[src/rtl/drive_pkg.sv]
// Shared types for the drive command arbiter: move command encoding and FSM states.
package drive_pkg;

   localparam int DEF_CMD_W   = 4;
   localparam int DEF_SPEED_W = 4;

   typedef enum logic [3:0] {
      FWD      = 4'b0000,
      TURN_L   = 4'b0001,
      TURN_R   = 4'b0010,
      BACK     = 4'b0011,
      SPIN_CCW = 4'b0100,
      SPIN_CW  = 4'b0101,
      BACK_L   = 4'b0110,
      BACK_R   = 4'b0111,
      STOP     = 4'b1000
   } move_cmd_t;

   typedef enum logic [1:0] {
      STOPPED = 2'd0,
      RUN     = 2'd1,
      BRAKE   = 2'd2
   } drive_state_t;

endpackage

[src/rtl/speed_ramp.sv]
// Free-running step tick plus a slew register that walks cur_speed one level per tick toward tgt_speed.
module speed_ramp #(
   parameter int SPEED_W  = 4,
   parameter int RAMP_DIV = 500_000
) (
   input  logic               clk,
   input  logic               rst_n,
   input  logic [SPEED_W-1:0] tgt_speed,
   input  logic               force_zero,
   output logic [SPEED_W-1:0] cur_speed
);
   localparam int DIV_W = $clog2(RAMP_DIV + 1);

   logic [DIV_W-1:0]   div_q, div_d;
   logic [SPEED_W-1:0] spd_q, spd_d;
   logic               tick;

   always_comb begin
      tick  = (div_q == DIV_W'(RAMP_DIV - 1));
      div_d = tick ? '0 : div_q + 1'b1;
      spd_d = spd_q;
      // Saturating toward target, so no wrap at either end of the range.
      if (force_zero)                   spd_d = '0;
      else if (tick && spd_q < tgt_speed) spd_d = spd_q + 1'b1;
      else if (tick && spd_q > tgt_speed) spd_d = spd_q - 1'b1;
   end

   always_ff @(posedge clk or negedge rst_n) begin
      if (!rst_n) begin
         div_q <= '0;
         spd_q <= '0;
      end else begin
         div_q <= div_d;
         spd_q <= spd_d;
      end
   end

   assign cur_speed = spd_q;

endmodule

[src/rtl/drive_cmd_arbiter.sv]
// Selects one command source, brakes before direction changes, guards with a watchdog and
// e-stop, and hands (cmd, speed) frames to the UART side over valid/ready.
module drive_cmd_arbiter
   import drive_pkg::*;
#(
   parameter int NUM_SRC        = 2,
   parameter int CMD_W          = DEF_CMD_W,
   parameter int SPEED_W        = DEF_SPEED_W,
   parameter int TIMEOUT_CYCLES = 5_000_000,
   parameter int RAMP_DIV       = 500_000
) (
   input  logic                       clk,
   input  logic                       rst_n,
   input  logic [$clog2(NUM_SRC)-1:0] src_sel,
   input  logic [NUM_SRC-1:0]         src_valid,
   input  logic [NUM_SRC*CMD_W-1:0]   src_cmd,
   input  logic [NUM_SRC*SPEED_W-1:0] src_speed,
   input  logic                       estop,
   output logic                       out_valid,
   input  logic                       out_ready,
   output logic [CMD_W-1:0]           out_cmd,
   output logic [SPEED_W-1:0]         out_speed,
   output logic                       timed_out,
   output logic [1:0]                 state_o
);
   localparam int SEL_W = $clog2(NUM_SRC);
   localparam int WD_W  = $clog2(TIMEOUT_CYCLES + 1);
   localparam logic [CMD_W-1:0] STOP_C = CMD_W'(STOP);

   logic rst_sync_q;
   always_ff @(posedge clk or negedge rst_n) begin
      if (!rst_n) rst_sync_q <= 1'b0;
      else        rst_sync_q <= 1'b1;
   end

   drive_state_t       state_q, state_d;
   logic [CMD_W-1:0]   cur_cmd_q, cur_cmd_d, pend_cmd_q, pend_cmd_d;
   logic [SPEED_W-1:0] tgt_q, tgt_d, pend_speed_q, pend_speed_d, cur_speed;
   logic               pend_vld_q, pend_vld_d, to_q, to_d;
   logic [WD_W-1:0]    wd_q, wd_d;
   logic [SEL_W-1:0]   sel_q;
   logic               out_valid_q, out_valid_d, last_vld_q, last_vld_d;
   logic [CMD_W-1:0]   out_cmd_q, out_cmd_d, last_cmd_q, last_cmd_d;
   logic [SPEED_W-1:0] out_speed_q, out_speed_d, last_speed_q, last_speed_d;
   logic               sel_valid, sel_chg, acc, wd_exp, pair_new;
   logic [CMD_W-1:0]   sel_cmd;
   logic [SPEED_W-1:0] sel_speed;

   // Out-of-range select indices match no source and so never accept.
   always_comb begin
      sel_valid = 1'b0;
      sel_cmd   = '0;
      sel_speed = '0;
      for (int i = 0; i < NUM_SRC; i++) begin
         if (src_sel == SEL_W'(i)) begin
            sel_valid = src_valid[i];
            sel_cmd   = src_cmd[i*CMD_W +: CMD_W];
            sel_speed = src_speed[i*SPEED_W +: SPEED_W];
         end
      end
   end

   assign sel_chg = (src_sel != sel_q);
   assign acc     = sel_valid && !estop && !sel_chg;
   assign wd_exp  = (state_q != STOPPED) && !acc && (wd_q == WD_W'(TIMEOUT_CYCLES - 1));

   always_comb begin
      state_d      = state_q;
      cur_cmd_d    = cur_cmd_q;
      tgt_d        = tgt_q;
      pend_vld_d   = pend_vld_q;
      pend_cmd_d   = pend_cmd_q;
      pend_speed_d = pend_speed_q;
      to_d         = to_q;
      wd_d         = (state_q == STOPPED || wd_exp) ? '0 : wd_q + 1'b1;
      unique case (state_q)
         STOPPED: if (pend_vld_q) begin
            pend_vld_d = 1'b0;
            if (pend_cmd_q != STOP_C) begin
               cur_cmd_d = pend_cmd_q;
               tgt_d     = pend_speed_q;
               state_d   = RUN;
            end
         end
         RUN: begin
            if (pend_vld_q && pend_cmd_q == cur_cmd_q) begin
               pend_vld_d = 1'b0;
               tgt_d      = pend_speed_q;
            end else if (pend_vld_q || wd_exp) begin
               // The differing command stays pending and is resolved once speed hits zero.
               tgt_d   = '0;
               state_d = BRAKE;
            end
         end
         BRAKE: begin
            tgt_d = '0;
            if (cur_speed == '0) begin
               pend_vld_d = 1'b0;
               if (pend_vld_q && pend_cmd_q != STOP_C) begin
                  cur_cmd_d = pend_cmd_q;
                  tgt_d     = pend_speed_q;
                  state_d   = RUN;
               end else begin
                  cur_cmd_d = STOP_C;
                  state_d   = STOPPED;
               end
            end
         end
         default: state_d = STOPPED;
      endcase
      if (wd_exp) to_d = 1'b1;
      if (acc) begin
         pend_vld_d   = 1'b1;
         pend_cmd_d   = sel_cmd;
         pend_speed_d = sel_speed;
         wd_d         = '0;
         to_d         = 1'b0;
      end
      if (sel_chg) begin
         pend_vld_d = 1'b0;
         cur_cmd_d  = cur_cmd_q;
         tgt_d      = '0;
         state_d    = (state_q == STOPPED) ? STOPPED : BRAKE;
      end
      if (estop) begin
         pend_vld_d = 1'b0;
         cur_cmd_d  = STOP_C;
         tgt_d      = '0;
         wd_d       = '0;
         state_d    = STOPPED;
      end
   end

   // A frame is held until accepted; whatever pair is current when the slot frees up is sent next.
   assign pair_new = !last_vld_q || (cur_cmd_q != last_cmd_q) || (cur_speed != last_speed_q);

   always_comb begin
      out_valid_d  = out_valid_q;
      out_cmd_d    = out_cmd_q;
      out_speed_d  = out_speed_q;
      last_vld_d   = last_vld_q;
      last_cmd_d   = last_cmd_q;
      last_speed_d = last_speed_q;
      if (out_valid_q && out_ready) begin
         out_valid_d  = 1'b0;
         last_vld_d   = 1'b1;
         last_cmd_d   = out_cmd_q;
         last_speed_d = out_speed_q;
      end else if (!out_valid_q && pair_new) begin
         out_valid_d = 1'b1;
         out_cmd_d   = cur_cmd_q;
         out_speed_d = cur_speed;
      end
   end

   always_ff @(posedge clk or negedge rst_sync_q) begin
      if (!rst_sync_q) begin
         state_q      <= STOPPED;
         cur_cmd_q    <= STOP_C;
         tgt_q        <= '0;
         pend_vld_q   <= 1'b0;
         pend_cmd_q   <= STOP_C;
         pend_speed_q <= '0;
         to_q         <= 1'b0;
         wd_q         <= '0;
         sel_q        <= '0;
         out_valid_q  <= 1'b0;
         out_cmd_q    <= STOP_C;
         out_speed_q  <= '0;
         last_vld_q   <= 1'b0;
         last_cmd_q   <= STOP_C;
         last_speed_q <= '0;
      end else begin
         state_q      <= state_d;
         cur_cmd_q    <= cur_cmd_d;
         tgt_q        <= tgt_d;
         pend_vld_q   <= pend_vld_d;
         pend_cmd_q   <= pend_cmd_d;
         pend_speed_q <= pend_speed_d;
         to_q         <= to_d;
         wd_q         <= wd_d;
         sel_q        <= src_sel;
         out_valid_q  <= out_valid_d;
         out_cmd_q    <= out_cmd_d;
         out_speed_q  <= out_speed_d;
         last_vld_q   <= last_vld_d;
         last_cmd_q   <= last_cmd_d;
         last_speed_q <= last_speed_d;
      end
   end

   speed_ramp #(.SPEED_W(SPEED_W), .RAMP_DIV(RAMP_DIV)) u_ramp (
      .clk       (clk),
      .rst_n     (rst_sync_q),
      .tgt_speed (tgt_q),
      .force_zero(estop),
      .cur_speed (cur_speed)
   );

   assign out_valid = out_valid_q;
   assign out_cmd   = out_cmd_q;
   assign out_speed = out_speed_q;
   assign timed_out = to_q;
   assign state_o   = state_q;

endmodule

[config.mk]
export PLATFORM = sky130hd
export DESIGN_NAME = drive_cmd_arbiter
export DESIGN_NICKNAME = d
export VERILOG_FILES = /design/src/rtl/drive_pkg.sv /design/src/rtl/speed_ramp.sv /design/src/rtl/drive_cmd_arbiter.sv
export SDC_FILE = /design/constraint.sdc
export NUM_CORES = 1
export LEC_CHECK = 0
export ABC_AREA = 0
export BUFFER_PORTS_ARGS = -buffer_cell sky130_fd_sc_hd__buf_2
export CAP_MARGIN = 15
export CORE_MARGIN = 2
export CORE_UTILIZATION = 35
export CTS_CLUSTER_DIAMETER = 40
export CTS_CLUSTER_SIZE = 25
export DETAILED_ROUTE_END_ITERATION = 10
export SETUP_SLACK_MARGIN = 0.3
export SLEW_MARGIN = 20
export SYNTH_ARGS = -nofsm -noshare
export SYNTH_HDL_FRONTEND = slang
export SYNTH_SLANG_ARGS = --single-unit
[constraint.sdc]
create_clock -name clk -period 7.06 [get_ports clk]
set_input_delay 1.412 -clock clk [delete_from_list [all_inputs] [get_ports clk]]
set_output_delay 1.412 -clock clk [all_outputs]
set_load 0.02 [all_outputs]
Word-level counts from Yosys, hierarchy flattened
Index checks and enable logic that the tools add are counted.
{ "totals": {"reg_bits": 86, "latchBits": 0, "ram_bits": 0, "mem_bits_ro": 0, "inputBits": 23, "out_inout_bits": 12, "elab_cells": 125, "n_memories": 0} }
{ "op_classes": {"addsub": 4, "n_mul": 0, "n_div": 0, "magnitude_cmp": 2, "n_eq_ne": 21, "shifts": 0, "mux": 46, "bitwise_logic": 1, "reduce_logical": 33} }
{ "op_table": {"columns": ["op", "count"], "rows": [
  ["$mux 4", 19],
  ["$mux 23", 3],
  ["$add 23x1->23 const B", 1],
  ["$eq 23x23->1 const B", 1],
  ["$ne 4x4->1 const B", 5],
  ["$add 19x1->19 const B", 1],
  ["$eq 19x19->1 const B", 1],
  ["$mux 19", 1],
  ["$mux 2", 8],
  ["$ne 5x5->1 const B", 3],
  ["$pmux 4 s3", 1],
  ["$mux 1", 11],
  ["$logic_and 1x1->1", 10],
  ["$reduce_and 5->1", 2],
  ["$ne 4x4->1", 2],
  ["$pmux 4 s2", 1],
  ["$ne 3x3->1 const B", 2],
  ["$pmux 2 s3", 1],
  ["$reduce_bool 2->1", 3],
  ["$reduce_bool 3->1", 2],
  ["$reduce_bool 6->1", 1],
  ["$logic_not 1->1", 5],
  ["$reduce_bool 5->1", 1],
  ["$add 4x1->4 const B", 1],
  ["other kinds (18)", 21]
]} }

Logic depth before layout (Yosys ltp)
{ "depth": {"depth_word": 12, "ltp_mapped": 12} }

Hierarchy
Synthesis repeated with hierarchy kept, for this count alone.
{ "hier_totals": {"cells_unflattened": 428, "area_unflattened_um2": 4463.0} }
{ "modules_own_cells": {"columns": ["mod", "instances", "cells_per_inst", "area_per_inst_um2", "seq_area_each_um2"], "rows": [
  ["drive_cmd_arbiter", 1, 304, 3221.8, 1581.5],
  ["speed_ramp", 1, 124, 1241.2, 575.6]
]} }

Worst setup path before layout
OpenSTA, ideal clock, no wires.
{ "synth_path": {"path_type": "input to register", "startpoint": "input port src_sel", "endpoint": "register tgt_q[0]", "t_arrival_ns": 3.129, "required_time_ns": 6.935, "setup_slack_ns": 3.806, "cell_stages": 6, "n_path_buf": 1, "cell_sequence": "buf_1 > xor2_1 > nor2_1 > nand2_1 > o2bb2ai_1 > mux2_2"} }
{ "synth_between": {"elab_chain_cells": 9, "elab_cells_between_ends": 16, "classes_between": "eq/ne: 4; mux: 3; reduce/logical: 9"} }
{ "synth_rtl": {"columns": ["element", "line", "rtl"], "rows": [
  ["start, declared", "drive_cmd_arbiter.sv:14", "input logic [$clog2(NUM_SRC)-1:0] src_sel,"],
  ["$mux 1 / $ne 1x1->1 (equally long branches)", "drive_cmd_arbiter.sv:55, drive_cmd_arbiter.sv:63", null],
  ["$logic_and 1x1->1 / $logic_not 1->1 (equally long branches)", "drive_cmd_arbiter.sv:64", "assign acc = sel_valid && !estop && !sel_chg;"],
  ["$logic_and 1x1->1", "drive_cmd_arbiter.sv:64", null],
  ["$logic_not 1->1", "drive_cmd_arbiter.sv:65", "assign wd_exp = (state_q != STOPPED) && !acc && (wd_q == WD_W'(TIMEOUT_CYCLES - 1));"],
  ["$logic_and 1x1->1 (2 in a row)", "drive_cmd_arbiter.sv:65", null],
  ["$logic_or 1x1->1", "drive_cmd_arbiter.sv:89", "end else if (pend_vld_q || wd_exp) begin"],
  ["$ne 5x5->1 (no source line)", null, null],
  ["$reduce_and 4->1 (no source line)", null, null],
  ["end signal, assigned", "drive_cmd_arbiter.sv:176", "tgt_q <= tgt_d;"],
  ["end, declared", "drive_cmd_arbiter.sv:38", "logic [SPEED_W-1:0] tgt_q, tgt_d, pend_speed_q, pend_speed_d, cur_speed;"]
]} }
Several ways; a longest one is shown, not always the timed one.
A chain may end at the register's enable or synchronous reset.

Worst setup path in the final report
{ "layout_path": {"startpoint": "input port src_sel", "endpoint": "register wd_q[20]"} }
{ "layout_between": {"elab_chain_cells": 10, "elab_cells_between_ends": 12, "classes_between": "eq/ne: 1; mux: 4; reduce/logical: 7"} }
{ "layout_rtl": {"columns": ["element", "line", "rtl"], "rows": [
  ["$mux 1 / $ne 1x1->1 (equally long branches)", "drive_cmd_arbiter.sv:55, drive_cmd_arbiter.sv:63", null],
  ["$logic_and 1x1->1 / $logic_not 1->1 (equally long branches)", "drive_cmd_arbiter.sv:64", null],
  ["$logic_and 1x1->1 *", "drive_cmd_arbiter.sv:64", null],
  ["$logic_not 1->1", "drive_cmd_arbiter.sv:65", null],
  ["$logic_and 1x1->1 (2 in a row)", "drive_cmd_arbiter.sv:65", null],
  ["$logic_or 1x1->1", "drive_cmd_arbiter.sv:75", "wd_d = (state_q == STOPPED || wd_exp) ? '0 : wd_q + 1'b1;"],
  ["$mux 23", "drive_cmd_arbiter.sv:75", null],
  ["$mux 23 *", "drive_cmd_arbiter.sv:112", "if (acc) begin"],
  ["$mux 23 *", "drive_cmd_arbiter.sv:125", "if (estop) begin"],
  ["via wd_d[20]", "drive_cmd_arbiter.sv:40", "logic [WD_W-1:0] wd_q, wd_d;"],
  ["end signal, assigned", "drive_cmd_arbiter.sv:181", "wd_q <= wd_d;"],
  ["end, declared", "drive_cmd_arbiter.sv:40", null]
]} }
The timed path passes the listed nets; every way through them passes the cells marked *.

==> key figures <==
STA
  • Tcrit/Tclk final: 45.0%
  • WHS: 0.259 ns
  • Final Setup Violations: 0
  • Post-route worst setup slack: 3.88 ns
  • Max-slew violation count: 0
  • Hold Fails Final Rpt: 0
  • Setup TNS: 0 ns
  • Max Clk Rate: 315 MHz
  • Worst slew pin tran: 1.00 ns
  • Final worst path period need: 3.18 ns
  • RSZ-0062 raised after global routing: false
  • Rel. slew slack: 33.0%
  • Clock skew: 0.00638 ns

Setup path
  • R2R Setup Slk: 4.26 ns
  • Crit-path max FO: 23
  • CP delay by family, top: simple AND/OR/NAND/NOR gates
  • Critical Path RT: 7.32 ns
  • Crit path capture type: flop
  • Slowest CP cell: or4_1
  • Worst Setup Start Kind: input pin
  • FF-to-FF path depth: 11
  • Reg-to-reg critical path endpoint: u_ramp.cur_speed[3]$_DFFE_PN0P_
  • Reg2reg start: u_ramp.cur_speed[1]$_DFFE_PN0P_
  • Critical Path AT: 3.44 ns
  • CP max stage delay: 0.79 ns
  • Critical path class: in2reg
  • Worst path bufs/invs: 1
  • Cell Chain, Critical Path: buf_2 -> or3b_2 -> a21oi_1 -> nor4_1 -> or4_1 -> nor2_1

Placement
  • Port buffer count: 34
  • Placed cells: 614
  • RePlAce Congestion: 0.796
  • DP Area: 0.00471 sq mm
  • DPL Wire Length: 5.83 mm
  • Setup WS pre-CTS: 3.52 ns

Synth
  • Synth unique cells: 47
  • Cell count after synthesis: 418
  • Fraction of registers with async set/reset: 100%
  • Syn Area/Cell: 10.4 sq um
  • #FFs+latches synth: 86
  • Post-synth net total: 454
  • Synth warnings: 0
  • Seq/Total Area, Yosys: 49.6%
  • Synth Flop Type: dfrtp_1
  • EDFF count, synth: 0
  • Post-Syn Area: 0.00435 sq mm

Clocking
  • Clock sink count: 86
  • CTS tree: built
  • Root Driver: clkbuf_16
  • Clk pin slew, worst setup/hold paths: 0.06 ns
  • H-tree Lvls: 3
  • Post-CTS Setup Repair Bufs: 0
  • CTS hold repair buffers: 0
  • CTS resizes: 0
  • Num CTS Buffers: 9
  • Clock buffer depth: 2
  • Skew-Pair Late Insertion Delay: 0.34 ns

Cells and area
  • Layout cell share with drive strength beyond 1: 18.4%
  • Finished Cell Area: 0.00509 sq mm
  • Nets: 494
  • Layout Utilization: 42.2%
  • Fill count: 1191
  • Multi-input logic area: 0.00210 sq mm
  • Register area: 0.00216 sq mm
  • Diodes inserted: 0
  • Fin cells: 631
  • P&R area growth vs syn: 17.0%

Power
  • Switching share of power: 27.1%
  • Leakage power: 2.26 nW
  • Switching pwr: 0.379 mW
  • Peak supply drop: 0.000153 V
  • Sequential power share: 42.7%
  • Int Pwr: 1.02 mW
  • Clock Power Share: 39.2%
  • Pwr Density: 275 mW/mm^2
  • Gate power share: 18.1%
  • Total chip power: 1.40 mW

Drt
  • Drt wl/cell: 13.3 um
  • Drt total wl: 8.37 mm
  • DR vias/cell: 4.91
  • DRT Pass-1 Iters: 4
  • 1st-iter DRT viols: 107
  • Post-route DRC violation count: 0
  • DRT antenna net count: 0
  • Total number of vias: 3096

Floorplan
  • IO Pins: 35
  • Std-Cell Rows: 40
  • Die H: 115 um
  • Chip width: 115 um
  • Die area: 0.0133 sq mm
  • Core area: 0.0121 sq mm
  • Initial Utilization: 36.0%

Global route
  • Initial antenna violation count: 0
  • GR Util All Layers: 13.8%
  • Vias in the first global route: 3060
  • Largest net degree at the start of global routing: 86
  • Global-route wire length before repair: 14.5 mm
  • GR Overflow Total: 0

Status
  • Status: complete, no violations

Hold path
  • Hold WC Path Type: reg2async

Job
  • Number of max-cap violations: 0
-- cell families after synthesis --
| family | share of synthesized area (%) |
|---|---|
| muxes | 8.41 |
| other | 0.0863 |
| and+or+nand+nor | 19.7 |
| adders and majority gates | 3.92 |
| AOI/OAI and AO/OA | 5.70 |
| xor gates and xnor gates | 10.5 |
| DFF | 49.6 |
| buffers and inverters | 2.04 |
-- state kept, by name, summed over array words and instances, names as in the netlist, 2 cells and up --
| register | flops |
|---|---|
| u_ramp.div_q | 19 |
| state_o | 2 |
| out_cmd | 4 |
| cur_cmd_q | 4 |
| pend_cmd_q | 4 |
| last_speed_q | 4 |
| wd_q | 23 |
| tgt_q | 4 |
| pend_speed_q | 4 |
| u_ramp.cur_speed | 4 |
| last_cmd_q | 4 |
| out_speed | 4 |
-- Yosys cell counts (all sizes together), types with 12 or more instances --
library cell  count  area, sq um
xnor2            33          289
xor2             19          166
nand4            13         81.3
ha               12          150
inv              15         56.3
nor2             56          210
mux2i            14          140
nand3            16         80.1
a21oi            15         75.1
dfrtp            82         2050
nand2            27          101
mux2             20          225
-- layer usage --
metal	vias up	part of all wire (%)	global-route usage, %
met5	-	0	0
met4	0	1.7	5.38
met3	10	4.1	3.71
met2	53	45	20.6
met1	1506	49	19.2
li1	1527	-	-
-- worst max path at each step --
stage | startpoint | to | slack (ns) | depth (start not counted)
6_report | src_sel | wd_q[20]$_DFF_PN0_ | 3.88 | 6
5_1_grt | src_sel | wd_q[22]$_DFF_PN0_ | 3.74 | 6
4_1_cts | src_sel | wd_q[20]$_DFF_PN0_ | 3.89 | 6
3_5_place_dp | src_sel | wd_q[7]$_DFF_PN0_ | 3.52 | 6
2_1_floorplan | src_sel | tgt_q[0]$_DFFE_PN0P_ | 3.81 | 6
3_3_place_gp | src_sel | wd_q[19]$_DFF_PN0_ | 3.58 | 6
-- power by group through the flow --
stage | combinational [mW] | clock [mW] | sequential, mW
after floorplan | 0.168 | 0 | 0.619
after global placement | 0.240 | 0 | 0.610
after detailed placement | 0.247 | 0 | 0.614
after CTS | 0.248 | 0.563 | 0.605
after global routing | 0.283 | 0.583 | 0.608
final | 0.253 | 0.548 | 0.598
-- worst register-to-register path: stages, from the launching register on --
cell,delay [ns]
dfrtp_1,0.48
ha_1,0.33
nor2b_1,0.14
o211a_1,0.24
nor2_1,0.11
nand2_1,0.10
ha_1,0.29
a21o_1,0.19
a211oi_1,0.27
o21a_1,0.16
o21ai_0,0.10
mux2_2,0.28
-- cell type report --
type	count	share of cell area [%]
Clock buffer	10	4.50
Sequential cell	86	42.5
Timing Repair Buffer	37	4.18
Tap cell	168	4.13
Multi-Input combinational cell	309	41.3
Clock inverter	6	2.31
Inverter	15	1.11
-- layout by cell type, fill, tap and decap left out, drive strengths merged, types with 4 or more instances in the layout --
cell type,count
a21oi,15
and3,8
buf,37
clkbuf,10
dfrtp,82
dfstp,4
ha,12
inv,17
mux2,20
mux2i,14
nand2,27
nand2b,5
nand3,16
nand3b,4
nand4,13
nor2,56
nor2b,4
nor3,10
nor4,8
o21ai,6
or2,4
or4,4
xnor2,33
xor2,19
(Power assumes the default switching activity.)
